File: config.mk
export PLATFORM = sky130hd
export DESIGN_NAME = lsu_mem_ctrl
export DESIGN_NICKNAME = d
export VERILOG_FILES = /design/src/rtl/lsu_mem_ctrl.sv
export SDC_FILE = /design/constraint.sdc
export NUM_CORES = 1
export LEC_CHECK = 0
export BUFFER_PORTS_ARGS = -buffer_cell sky130_fd_sc_hd__buf_2
export CAP_MARGIN = 5
export CORE_ASPECT_RATIO = 0.6
export CORE_MARGIN = 2
export CORE_UTILIZATION = 30
export CTS_BUF_LIST = sky130_fd_sc_hd__clkbuf_4 sky130_fd_sc_hd__clkbuf_8
export DETAILED_ROUTE_END_ITERATION = 7
export PLACE_DENSITY_LB_ADDON = 0.05
export SLEW_MARGIN = 20
export SYNTH_ARGS = -nofsm -noshare
export SYNTH_HDL_FRONTEND = slang
export SYNTH_SLANG_ARGS = --single-unit
File: constraint.sdc
create_clock -name clk -period 1.9 [get_ports clk]
set_input_delay 0.19 -clock clk [delete_from_list [all_inputs] [get_ports clk]]
set_output_delay 0.19 -clock clk [all_outputs]
set_load 0.01 [all_outputs]
File: src/rtl/lsu_mem_ctrl.sv
// ============================================================================
// Module   : lsu_mem_ctrl
// Purpose  : Single-outstanding load/store unit bridging the MEM stage to a
//            byte-addressed SRAM (RV32I widths, sign/zero extension, faults).
// Revision : 1.0
// ============================================================================
`default_nettype none

module lsu_mem_ctrl #(
  parameter int ADDR_W = 16
) (
  input  logic              clk,
  input  logic              rst_n,
  input  logic              req_valid,
  output logic              req_ready,
  input  logic              req_we,
  input  logic [2:0]        req_funct3,
  input  logic [31:0]       req_addr,
  input  logic [31:0]       req_wdata,
  input  logic [4:0]        req_rd,
  output logic [3:0]        mem_w_en,
  output logic [ADDR_W-1:0] mem_addr,
  output logic [31:0]       mem_wdata,
  input  logic [31:0]       mem_rdata,
  output logic              resp_valid,
  input  logic              resp_ready,
  output logic [31:0]       resp_data,
  output logic [4:0]        resp_rd,
  output logic              resp_fault
);

  typedef enum logic [1:0] {
    S_IDLE   = 2'd0,
    S_ACCESS = 2'd1,
    S_RESP   = 2'd2
  } state_t;

  state_t              r_state;
  logic                r_req_ready;
  logic                r_we;
  logic [2:0]          r_funct3;
  logic [4:0]          r_rd;
  logic                r_fault;
  logic [3:0]          r_mem_w_en;
  logic [ADDR_W-1:0]   r_mem_addr;
  logic [31:0]         r_mem_wdata;
  logic                r_resp_valid;
  logic [31:0]         r_resp_data;
  logic [4:0]          r_resp_rd;
  logic                r_resp_fault;

  logic                w_addr_oob;
  logic                w_bad_load;
  logic                w_bad_store;
  logic                w_fault;
  logic [3:0]          w_store_en;
  logic [31:0]         w_load_data;

  // Any address bit beyond the SRAM window makes the request illegal.
  assign w_addr_oob  = |req_addr[31:ADDR_W];
  assign w_bad_load  = (req_funct3 == 3'd3) || (req_funct3[2:1] == 2'b11);
  assign w_bad_store = (req_funct3 > 3'd2);
  assign w_fault     = w_addr_oob || (req_we ? w_bad_store : w_bad_load);

  always_comb begin
    w_store_en = 4'b0000;
    case (req_funct3)
      3'd0:    w_store_en = 4'b0001;
      3'd1:    w_store_en = 4'b0011;
      3'd2:    w_store_en = 4'b1111;
      default: w_store_en = 4'b0000;
    endcase
  end

  always_comb begin
    w_load_data = mem_rdata;
    case (r_funct3)
      3'd0:    w_load_data = {{24{mem_rdata[7]}}, mem_rdata[7:0]};
      3'd1:    w_load_data = {{16{mem_rdata[15]}}, mem_rdata[15:0]};
      3'd4:    w_load_data = {24'd0, mem_rdata[7:0]};
      3'd5:    w_load_data = {16'd0, mem_rdata[15:0]};
      default: w_load_data = mem_rdata;
    endcase
  end

  always_ff @(posedge clk) begin
    if (!rst_n) begin
      r_state      <= S_IDLE;
      r_req_ready  <= 1'b1;
      r_we         <= 1'b0;
      r_funct3     <= 3'd0;
      r_rd         <= 5'd0;
      r_fault      <= 1'b0;
      r_mem_w_en   <= 4'b0000;
      r_mem_addr   <= '0;
      r_mem_wdata  <= 32'd0;
      r_resp_valid <= 1'b0;
      r_resp_data  <= 32'd0;
      r_resp_rd    <= 5'd0;
      r_resp_fault <= 1'b0;
    end else begin
      case (r_state)
        S_IDLE: begin
          if (req_valid) begin
            r_we        <= req_we;
            r_funct3    <= req_funct3;
            r_rd        <= req_rd;
            r_fault     <= w_fault;
            r_mem_addr  <= req_addr[ADDR_W-1:0];
            r_mem_wdata <= req_wdata;
            // Write strobe is launched with the state change so it is live for exactly the ACCESS cycle.
            r_mem_w_en  <= (req_we && !w_fault) ? w_store_en : 4'b0000;
            r_req_ready <= 1'b0;
            r_state     <= S_ACCESS;
          end
        end
        S_ACCESS: begin
          r_mem_w_en   <= 4'b0000;
          r_resp_valid <= 1'b1;
          r_resp_data  <= (r_we || r_fault) ? 32'd0 : w_load_data;
          r_resp_rd    <= r_rd;
          r_resp_fault <= r_fault;
          r_state      <= S_RESP;
        end
        S_RESP: begin
          if (resp_ready) begin
            r_resp_valid <= 1'b0;
            r_req_ready  <= 1'b1;
            r_state      <= S_IDLE;
          end
        end
        default: begin
          r_mem_w_en   <= 4'b0000;
          r_resp_valid <= 1'b0;
          r_req_ready  <= 1'b1;
          r_state      <= S_IDLE;
        end
      endcase
    end
  end

  assign req_ready  = r_req_ready;
  assign mem_w_en   = r_mem_w_en;
  assign mem_addr   = r_mem_addr;
  assign mem_wdata  = r_mem_wdata;
  assign resp_valid = r_resp_valid;
  assign resp_data  = r_resp_data;
  assign resp_rd    = r_resp_rd;
  assign resp_fault = r_resp_fault;

endmodule

`default_nettype wire

### Word level (Yosys, flattened, before mapping)

Index checks and enable logic that the tools add are counted.

* order comparisons: 1
* eq/ne operators: 11
* mux-type cells: 15
* bitwise logic cells: 3
* reduce and logical (&&, ||, !) cells: 14

Operator list (number)
* case mux 32 bit (4 select lines): 1
* 2-to-1 mux 32 bit: 1
* OR reduction 16 bit: 1
* case mux 4 bit (3 select lines): 1
* 2-to-1 mux 4 bit: 2
* case mux 4 bit (2 select lines): 1
* AND reduction 2 bit: 4
* equality test 3 x 1 -> 1 bit, second input constant: 2
* equality test 3 x 2 -> 1 bit, second input constant: 2
* equality test 3 bit, second input constant: 2
* zero test 3 bit: 2
* case mux 1 bit (3 select lines): 2
* case mux 2 bit (3 select lines): 1
* equality test 2 bit, second input constant: 2
* 2-to-1 mux 1 bit: 4
* 2-to-1 mux 2 bit: 2
* inequality test 2 bit, second input constant: 2
* > comparator 3 x 2 -> 1 bit, second input constant: 1
* logical OR 1 bit: 3
* inverter 1 bit: 3
* AND reduction 3 bit: 1
* equality test 2 x 1 -> 1 bit, second input constant: 1
* zero test 2 bit: 1
* logical AND 1 bit: 1
* zero test 1 bit: 1

* register bits after elaboration: 104
* bits of input ports: 109
* output and inout port bits: 92
* word-level logic and storage cells: 57

### Longest topological paths before layout

Gate-level depths: netlist of the first run.

* depth in word-level cells: 9
* mapped depth: 7
* gate-level depth less buffers: 3

### Worst setup path before layout of the first run

OpenSTA, ideal clock, no wires.

* path kind: reg-to-reg
* start: register r_state[0]
* end: register r_req_ready (netlist: req_ready)
* setup time: 0.124 ns
* data arrival time: 1.253 ns
* required time: 1.776 ns
* slack: 0.523 ns
* stages on the path, launching flop included: 8
* path buffers: 4
* clock period less this slack: 1.377 ns
* cell sequence: dfxtp_1 buf_2 or3b_1 buf_2 buf_6 buf_6 o21ai_1 nand2_1

* word-level cells in the longest chain between the ends: 3
* elaborated cells between the ends (all ways): 8
* classes of those cells: eq/ne: 4; mux: 1; bitwise: 1; reduce/logical: 2

Ends and longest elaborated chain
* start: declaration: line 38 `state_t r_state;`
* start signal: assignment: line 88 `r_state <= S_IDLE;`
* start signal: assignment: line 114 `r_state <= S_ACCESS;`
* start signal: assignment: line 123 `r_state <= S_RESP;`
* equality test 2 bit, or another cell as far along: line 102 `case (r_state)`
* inequality test 2 bit (no line) / inverter 1 bit (equally long branches)
* AND reduction 3 bit (no line)
* end signal: assignment: line 113 `r_req_ready <= 1'b0;`
* end signal: assignment: line 128 `r_req_ready <= 1'b1;`
* end signal: assignment: line 135 `r_req_ready <= 1'b1;`
* end: declaration: line 39 `logic r_req_ready;`

Parallel ways exist; a longest one is shown, timed or not.
A chain may end at the register's enable or synchronous reset.

### Worst setup path after layout of the first run

* start: register r_state[1]
* end: register r_mem_wdata[30] (netlist: mem_wdata[30])

* word-level cells in the longest chain between the ends: 2

Ends and longest elaborated chain
* zero test 2 bit: line 102
* AND reduction 2 bit (no line)
* end signal: assignment: line 110 `r_mem_wdata <= req_wdata;`
* end: declaration: line 46 `logic [31:0] r_mem_wdata;`

No other way between the ends.

==> metrics, run 1 <==
fraction of layout cells with a size suffix above 1 0.358; Setup Fix Bufs, Post-CTS 0; RD Place Congestion 0.702; synth cell count leaders nand2_1, dfxtp_1, a21boi_0; final worst setup slack 319 ps; setup TNS 0 ps; area of the mapped netlist 4120 µm²; final net count 764; Final Max Slew Viols 0; Seq/Total Area, Yosys 0.501; commonest register cell after synthesis dfxtp_1; CTS tree done; area share of the largest cell type after synthesis 0.501; Crit path max-delay family simple AND/OR/NAND/NOR gates; CP required 2150 ps; post_cts resized 0; first-pass GRT wire length 18200 µm; critical path depth 4; synth-to-layout area growth 33.4%; pre-CTS setup slack 319 ps; I/O pin total 201; Startpoint Class register; H-tree depth 3; Buf/Inv on CP 1; R2R depth 4; asr flop ratio synth 0; CTS Sinks 103; status finished clean; Setup crit end mem_wdata[30]$_SDFFE_PN0P_; Netlist cell types 31; Initial Util 0.304; CP endpoint kind register; via count 3771; number of synthesized flops with an enable pin 0; R2R Setup Slk 320 ps; RSZ-0062 raised after global routing false; CP Cell Sequence or3b_2 -> buf_12 -> nand2_1 -> a21boi_0; final setup fails 0; largest cells by area after synthesis dfxtp_1, nand2_1, a21boi_0, a21boi_1, o2bb2ai_1; Die ar. 14700 µm²; FF+latch count, synth 103; # DRC 0; Synth Area per Inst 8.78 µm²; max_cap viols 0; Data arrival, critical path 1830 ps; Least-Margin Pin Slew 698 ps; Mapped Cells 469; vias in the first global route 3576; Crit Reg-Reg Endpoint mem_wdata[30]$_SDFFE_PN0P_; antenna cells 0; Detailed Route WL 11800 µm; Largest stage delay, worst path 600 ps; Iter 0 DRT Violations 170; Critical Path Start r_state[1]$_SDFFE_PN0P_; final hold vios 0; row count 33; placed cells 819; Hold Path Class input port to register; Final HPWL DP 8440 µm; # hold bufs at CTS 0; grt ovf 0; most numerous cell in the Yosys netlist nand2_1; gr usage total 0.158; initial antenna violation count 0; Synth Net Count 578; worst skew pair latency 370 ps; Port Buffers 200; crit share post-route 0.832; Lkg Pwr 2.44 nW; total power 0.00449 W; number of warnings issued by yosys 0; Yosys top cell by area dfxtp_1; DR WL/cell 14.2 µm; clock tree buffer depth 2; Max Clk Rate 0.632 GHz; Max VDD drop 379 µV; Final Non-Filler Cells 835; Clock Skew 12.9 ps; largest net degree at the start of global routing 54; PwrDens 817 nW/µm²; relative slew slack 0.533; Crit Path Category register to register; total core area 13500 µm²; Tmin final 1580 ps; worst r2r src r_state[1]$_SDFFE_PN0P_; Via density 4.52; Chip Width 155 µm; Antenna Nets Post-Route 0; DIE HEIGHT 94.8 µm; clock slew at reported path FFs 110 ps; CP max-delay cell or3b_2; clock root cell clkbuf_8; CTS Buf Count 9; critical path peak fanout 53; TritonRoute pass-1 iters 4
metrics by stage:
step | util | cell area (µm²) | hold slack [ps]
after floorplan | - | 4120 | 325
after global placement | 0.390 | 5280 | 430
after detailed placement | 0.390 | 5280 | 438
after CTS | 0.406 | 5490 | 22.0
after global routing | 0.406 | 5490 | 23.2
final | 0.406 | 5490 | 42.0
report_power, final:
group | switching, W | internal [W] | total, W
logic | 0.000374 | 0.000308 | 0.000682
clock network | 0.000785 | 0.000676 | 0.00146
registers | 0.0000672 | 0.00228 | 0.00234
total | 0.00123 | 0.00326 | 0.00449
cell type report:
cell class / count / area (µm²)
clock buffers: 11 / 145
inverters: 1 / 3.75
repair buffers: 213 / 1140
flip-flops and latches: 103 / 2060
fillers: 1412 / 8050
clock inverters: 5 / 65.1
multi-input cells: 327 / 1860
well taps: 175 / 219
cells by family after synthesis:
kind of cell | synth area share
multiplexers | 0.00273
AND/OR/NAND/NOR | 0.227
XOR/XNOR | 0.00213
buffers and inverters | 0.0489
flip-flops | 0.501
AO/OA/AOI/OAI | 0.218
cell usage in the layout (no fill, tap or decap), types with 12 or more instances in the layout:
| cell type | count |
|---|---|
| nand3_1 | 21 |
| a21boi_0 | 51 |
| dfxtp_1 | 103 |
| nand2b_1 | 18 |
| o21ai_0 | 14 |
| buf_2 | 200 |
| o2bb2ai_1 | 16 |
| nand2_1 | 136 |
| a21boi_1 | 20 |
| nor2b_1 | 12 |
worst register-to-register path: stages, from the launching register on:
cell and delay [ps]:
dfxtp_1 420, or3b_2 600, buf_12 220, nand2_1 140, a21boi_0 90
sequential cells by signal, indices dropped and copies added, names as in the netlist, 2 cells and up:
signal / cells
mem_addr: 16
mem_w_en: 3
mem_wdata: 32
r_funct3: 3
r_rd: 5
r_state: 2
resp_data: 32
resp_rd: 5
worst min-delay path by stage:
stage                       startpoint                   endpoint  slack (ps)  cells after the start
final                     req_addr[12]  mem_addr[12]$_SDFFE_PN0P_          40                      3
after global routing      req_addr[14]  mem_addr[14]$_SDFFE_PN0P_          20                      3
after CTS                 req_addr[12]  mem_addr[12]$_SDFFE_PN0P_          20                      3
after detailed placement  req_wdata[1]  mem_wdata[1]$_SDFFE_PN0P_         440                      3
after global placement    req_addr[10]  mem_addr[10]$_SDFFE_PN0P_         430                      3
after floorplan              req_rd[0]       r_rd[0]$_SDFFE_PN0P_         320                      2
metal layers:
layer | global-route usage | part of all wire | up-vias
met5 | 0 | 0 | -
met4 | 0.0436 | 0.014 | 0
met3 | 0.0523 | 0.072 | 13
met2 | 0.236 | 0.41 | 123
met1 | 0.218 | 0.51 | 1693
li1 | - | - | 1942
(Power assumes the default switching activity.)
==> run 2: changes to the inputs <==
==> constraint.sdc (replaced) <==
create_clock -name clk -period 1.4 [get_ports clk]
set_input_delay 0.14 -clock clk [delete_from_list [all_inputs] [get_ports clk]]
set_output_delay 0.14 -clock clk [all_outputs]
set_load 0.01 [all_outputs]
==> metrics, run 2 (synthesis results as in run 1) <==
via count 4008 (was 3771); grt ovf 0 (unchanged); CP endpoint kind register (unchanged); antenna cells 0 (unchanged); final hold vios 0 (unchanged); Data arrival, critical path 1650 ps (was 1830 ps); I/O pin total 201 (unchanged); Core Util, Final 0.457 (was 0.406); commonest non-fill, non-tap cell in the layout buf_2 (unchanged); Antenna Nets Post-Route 0 (unchanged); fin area 6190 µm² (was 5490 µm²); synth-to-layout area growth 50.3% (was 33.4%); CP Cell Sequence buf_4 -> nor4b_4 -> buf_6 -> clkbuf_16 -> o21ai_0 -> a21boi_0 (was or3b_2 -> buf_12 -> nand2_1 -> a21boi_0); vias in the first global route 3746 (was 3576); final worst setup slack 41.6 ps (was 319 ps); max_cap viols 0 (unchanged); RSZ-0062 raised after global routing true (was false); RD Place Congestion 0.730 (was 0.702); DR WL/cell 14.4 µm (was 14.2 µm); Initial Util 0.304 (unchanged); Final Max Slew Viols 0 (unchanged); clock root cell clkbuf_8 (unchanged); CTS Sinks 103 (unchanged); Hold Path Class input port to register (unchanged); TritonRoute pass-1 iters 4 (unchanged); PwrDens 1000 nW/µm² (was 817 nW/µm²); Tmin final 1360 ps (was 1580 ps); Detailed Route WL 12900 µm (was 11800 µm); initial antenna violation count 0 (unchanged); fraction of layout cells with a size suffix above 1 0.367 (was 0.358); pre-CTS setup slack 23.0 ps (was 319 ps); Die ar. 14700 µm² (unchanged); Hold Startpoint req_wdata[21] (was req_addr[12]); worst skew pair latency 370 ps (about the same); Final HPWL DP 8470 µm (was 8440 µm); critical path peak fanout 8 (was 53); Port Buffers 200 (unchanged); Via density 4.47 (was 4.52); final setup fails 0 (unchanged); H-tree depth 3 (unchanged); Chip Width 155 µm (unchanged); most frequent cells in the layout buf_2, nand2_1, dfxtp_1 (unchanged); total core area 13500 µm² (unchanged); CTS Buf Count 9 (unchanged); # DRC 0 (unchanged); Lkg Pwr 2.76 nW (was 2.44 nW); status finished clean (unchanged); largest net degree at the start of global routing 71 (was 54); dpl cell area 5400 µm² (was 5280 µm²); Iter 0 DRT Violations 124 (was 170); relative slew slack 0.726 (was 0.533); CP required 1700 ps (was 2150 ps); final net count 826 (was 764); WHS 9.79 ps (was 42.0 ps); total power 0.00621 W (was 0.00449 W); clock tree buffer depth 2 (unchanged); crit share post-route 0.970 (was 0.832); CTS tree done (unchanged); Crit Path Category register to register (unchanged); Critical Path Start r_state[1]$_SDFFE_PN0P_ (unchanged); Startpoint Class register (unchanged); CP max-delay cell dfxtp_2 (was or3b_2); Max Clk Rate 0.736 GHz (was 0.632 GHz); row count 33 (unchanged); Least-Margin Pin Slew 410 ps (was 698 ps); Clock Skew 10.7 ps (was 12.9 ps); clock slew at reported path FFs 90 ps (was 110 ps); first-pass GRT wire length 19300 µm (was 18200 µm); DIE HEIGHT 94.8 µm (unchanged); gr usage total 0.166 (was 0.158); Largest stage delay, worst path 350 ps (was 600 ps); worst r2r src r_state[1]$_SDFFE_PN0P_ (unchanged); Max VDD drop 451 µV (was 379 µV)
run 2: cell count changes in the layout (fill, tap and decap cells not counted), sizes merged:
| cell | change |
|---|---|
| buf | +17 |
| bufinv | -1 |
| clkbuf | +4 |
| inv | +1 |
| clkinv | -1 |
| dlygate4sd3 | +42 |
run 2: final timing paths:
| path | end | slack [ps] | cells after the start |
|---|---|---|---|
| worst min register to register | mem_wdata[3]$_SDFFE_PN0P_ | 450 | 2 |
| worst max register to register | resp_data[12]$_SDFFE_PN0P_ | 40 | 6 |
| worst min-delay path | mem_wdata[21]$_SDFFE_PN0P_ | 10 | 3 |
| worst max-delay path | resp_data[12]$_SDFFE_PN0P_ | 40 | 6 |
run 2: power by group:
group	total (W)	switching [W]	internal (W)	leakage, nW
Sequential	0.00317	0.0000855	0.00309	0.843
Clock	0.00187	0.00106	0.000817	0.104
Combinational	0.00116	0.000575	0.000584	1.81
Total	0.00621	0.00172	0.00449	2.76
run 2: metrics by stage:
| stage | cells | TNS, ps |
|---|---|---|
| after floorplan | 469 | 0 |
| after global placement | 831 | 0 |
| after detailed placement | 831 | 0 |
| after CTS | 888 | 0 |
| after global routing | 897 | -132 |
| final | 897 | 0 |
run 2: cell type report:
type,instances,area (µm²)
Inverter,1,3.75
Multi-Input combinational cell,327,1900
Clock inverter,4,35.0
Tap cell,175,219
Fill cell,1383,7350
Sequential cell,103,2070
Timing Repair Buffer,275,1800
Clock buffer,12,165
run 2: critical path: cells and delay by family, from the launching register on:
kind | cells | cell delay [ps]
buffers and inverters | 3 | 470
and+or+nand+nor | 1 | 250
DFF | 1 | 350
AOI/OAI and AO/OA | 2 | 220
run 2: timing repair:
item,CTS,global route
setup endpoints to repair,0,61
gates resized for setup,0,22
hold endpoints to repair,41,1
buffers inserted,0,4
hold buffers,41,1
run 2: metal layers:
metal  part of all wire  GRT usage
met5                  0          0
met4              0.013     0.0482
met3              0.075     0.0528
met2               0.42      0.253
met1               0.49      0.226
==> run 3: changes to the inputs <==
--- a/config.mk
+++ b/config.mk
@@ -7,6 +7,8 @@
 export LEC_CHECK = 0
 export BUFFER_PORTS_ARGS = -buffer_cell sky130_fd_sc_hd__buf_2
 export CAP_MARGIN = 5
+export CELL_PAD_IN_SITES_DETAIL_PLACEMENT = 1
+export CELL_PAD_IN_SITES_GLOBAL_PLACEMENT = 1
 export CORE_ASPECT_RATIO = 0.6
 export CORE_MARGIN = 2
 export CORE_UTILIZATION = 30
==> metrics, run 3 (synthesis results as in run 1) <==
RD Place Congestion 0.688 (was 0.730); # DRC 0 (unchanged); Port Buffers 200 (unchanged); Comb pwr share 0.189 (was 0.187); failing checks setup timing; fraction of layout cells with a size suffix above 1 0.367 (about the same); CTS Sinks 103 (unchanged); final net count 816 (was 826); Startpoint Class register (unchanged); # fillers 1659 (was 1383); Max Clk Rate 0.707 GHz (was 0.736 GHz); Lkg Pwr 2.72 nW (was 2.76 nW); Buf/Inv on CP 2 (was 3); PwrDens 1030 nW/µm² (was 1000 nW/µm²); final worst setup slack -13.4 ps (was 41.6 ps); switch share 0.276 (about the same); worst skew pair latency 370 ps (about the same); first-pass GRT wire length 21400 µm (was 19300 µm); Die ar. 14700 µm² (unchanged); Chip Width 155 µm (unchanged); commonest non-fill, non-tap cell in the layout buf_2 (unchanged); max_cap viols 0 (unchanged); clock root cell clkbuf_8 (unchanged); synth-to-layout area growth 47.8% (was 50.3%); Final Max Slew Viols 0 (unchanged); Largest stage delay, worst path 420 ps (was 350 ps); Antenna Nets Post-Route 0 (unchanged); Psw 0.00172 W (about the same); Final HPWL DP 9430 µm (was 8470 µm); most frequent cells in the layout buf_2, nand2_1, dfxtp_1 (unchanged); crit share post-route 1.01 (was 0.970); Initial Util 0.304 (unchanged); Max VDD drop 462 µV (was 451 µV); relative slew slack 0.751 (was 0.726); final hold vios 0 (unchanged); dpl cell area 5420 µm² (was 5400 µm²); fin area 6090 µm² (was 6190 µm²); CP Cell Sequence nor4b_4 -> buf_4 -> clkbuf_16 -> nand3_1 -> o2bb2ai_1 (was buf_4 -> nor4b_4 -> buf_6 -> clkbuf_16 -> o21ai_0 -> a21boi_0); initial antenna violation count 1 (was 0); Data arrival, critical path 1720 ps (was 1650 ps); row count 33 (unchanged); DIE HEIGHT 94.8 µm (unchanged); Tmin final 1410 ps (was 1360 ps); Iter 0 DRT Violations 126 (was 124); grt ovf 0 (unchanged); CP required 1700 ps (about the same); clock tree buffer depth 2 (unchanged); RSZ-0062 raised after global routing true (unchanged); Detailed Route WL 14100 µm (was 12900 µm); CP endpoint kind register (unchanged); vias in the first global route 4091 (was 3746); gr usage total 0.186 (was 0.166); H-tree depth 3 (unchanged); Via density 4.66 (was 4.47); clock slew at reported path FFs 100 ps (was 90 ps); via count 4129 (was 4008); Clock Skew 9.88 ps (was 10.7 ps); largest net degree at the start of global routing 37 (was 71); DR WL/cell 15.9 µm (was 14.4 µm); clock network power share 0.302 (about the same); I/O pin total 201 (unchanged); Reg power frac 0.509 (was 0.512); Crit Path Category register to register (unchanged); CTS Buf Count 9 (unchanged); CTS tree done (unchanged); Hold Path Class input port to register (unchanged); Core Util, Final 0.450 (was 0.457); status finished with violations (was finished clean); total core area 13500 µm² (unchanged); final setup fails 8 (was 0); critical path peak fanout 15 (was 8); Crit path max-delay family simple AND/OR/NAND/NOR gates (was buffers and inverters); Int Pwr 0.00452 W (was 0.00449 W); Least-Margin Pin Slew 372 ps (was 410 ps); TritonRoute pass-1 iters 4 (unchanged); CP max-delay cell nor4b_4 (was dfxtp_2)
==> run 3: area by class of cell <==
| class | count | area (µm²) | area share |
|---|---|---|---|
| Timing Repair Buffer | 265 | 1730 | 0.285 |
| Tap cell | 175 | 219 | 0.0360 |
| Inverter | 1 | 3.75 | 0.000617 |
| Multi-Input combinational cell | 327 | 1870 | 0.307 |
| Antenna cell | 1 | 2.50 | 0.000411 |
| Clock buffer | 10 | 131 | 0.0216 |
| Sequential cell | 103 | 2070 | 0.340 |
| Clock inverter | 5 | 58.8 | 0.00966 |
==> run 3: what timing repair did <==
item / 4_1_cts / 5_1_grt
gates cloned: 2 / 2
resized for setup: 4 / 24
hold buffers: 23 / 7
hold endpoints to repair: 23 / 7
setup endpoints to repair: 55 / 45
pin swaps: 1 / 2
setup buffers: 3 / 3
==> run 3: path summary, 6_finish.rpt <==
kind                                   start                    endpoint  slack [ps]  cells past startpoint
setup / recovery        r_fault$_SDFFE_PN0P_  resp_data[16]$_SDFFE_PN0P_         -10                      5
hold / removal                 req_wdata[17]  mem_wdata[17]$_SDFFE_PN0P_           8                      3
setup reg to reg        r_fault$_SDFFE_PN0P_  resp_data[16]$_SDFFE_PN0P_         -10                      5
hold reg to reg   mem_wdata[17]$_SDFFE_PN0P_  mem_wdata[17]$_SDFFE_PN0P_         460                      2
==> run 3: stage by stage <==
step / hold slack, ps / std cells / total power (W) / setup TNS, ps / worst slack (ps)
after global routing: -1.49 / 887 / 0.00659 / -1140 / -73.9
after floorplan: 275 / 469 / 0.00375 / 0 / 22.9
after global placement: 380 / 831 / 0.00423 / 0 / 31.5
final: 8.44 / 887 / 0.00624 / -67.1 / -13.4
after CTS: 0.378 / 874 / 0.00630 / 0 / 13.4
after detailed placement: 387 / 831 / 0.00427 / -791 / -85.8
==> run 3: power by group through the flow <==
stage / sequential [W] / clock, W / combinational, W
6_report: 0.00318 / 0.00188 / 0.00118
5_1_grt: 0.00320 / 0.00209 / 0.00130
4_1_cts: 0.00318 / 0.00198 / 0.00114
3_5_place_dp: 0.00325 / 0 / 0.00102
3_3_place_gp: 0.00324 / 0 / 0.000991
2_1_floorplan: 0.00330 / 0 / 0.000454
==> run 3: per-layer routing <==
metal  track usage  vias to the layer above  wire length [µm]
li1              -                     2062                 -
met1         0.238                     1941              6680
met2         0.313                      117              6490
met3        0.0551                        9               827
met4        0.0428                        0               108
met5             0                        -                 0
==> run 3: worst reg2reg max path, cell delays in order (launching register included) <==
cell and delay [ps]:
dfxtp_1 340, nor4b_4 420, buf_4 190, clkbuf_16 170, nand3_1 90, o2bb2ai_1 140
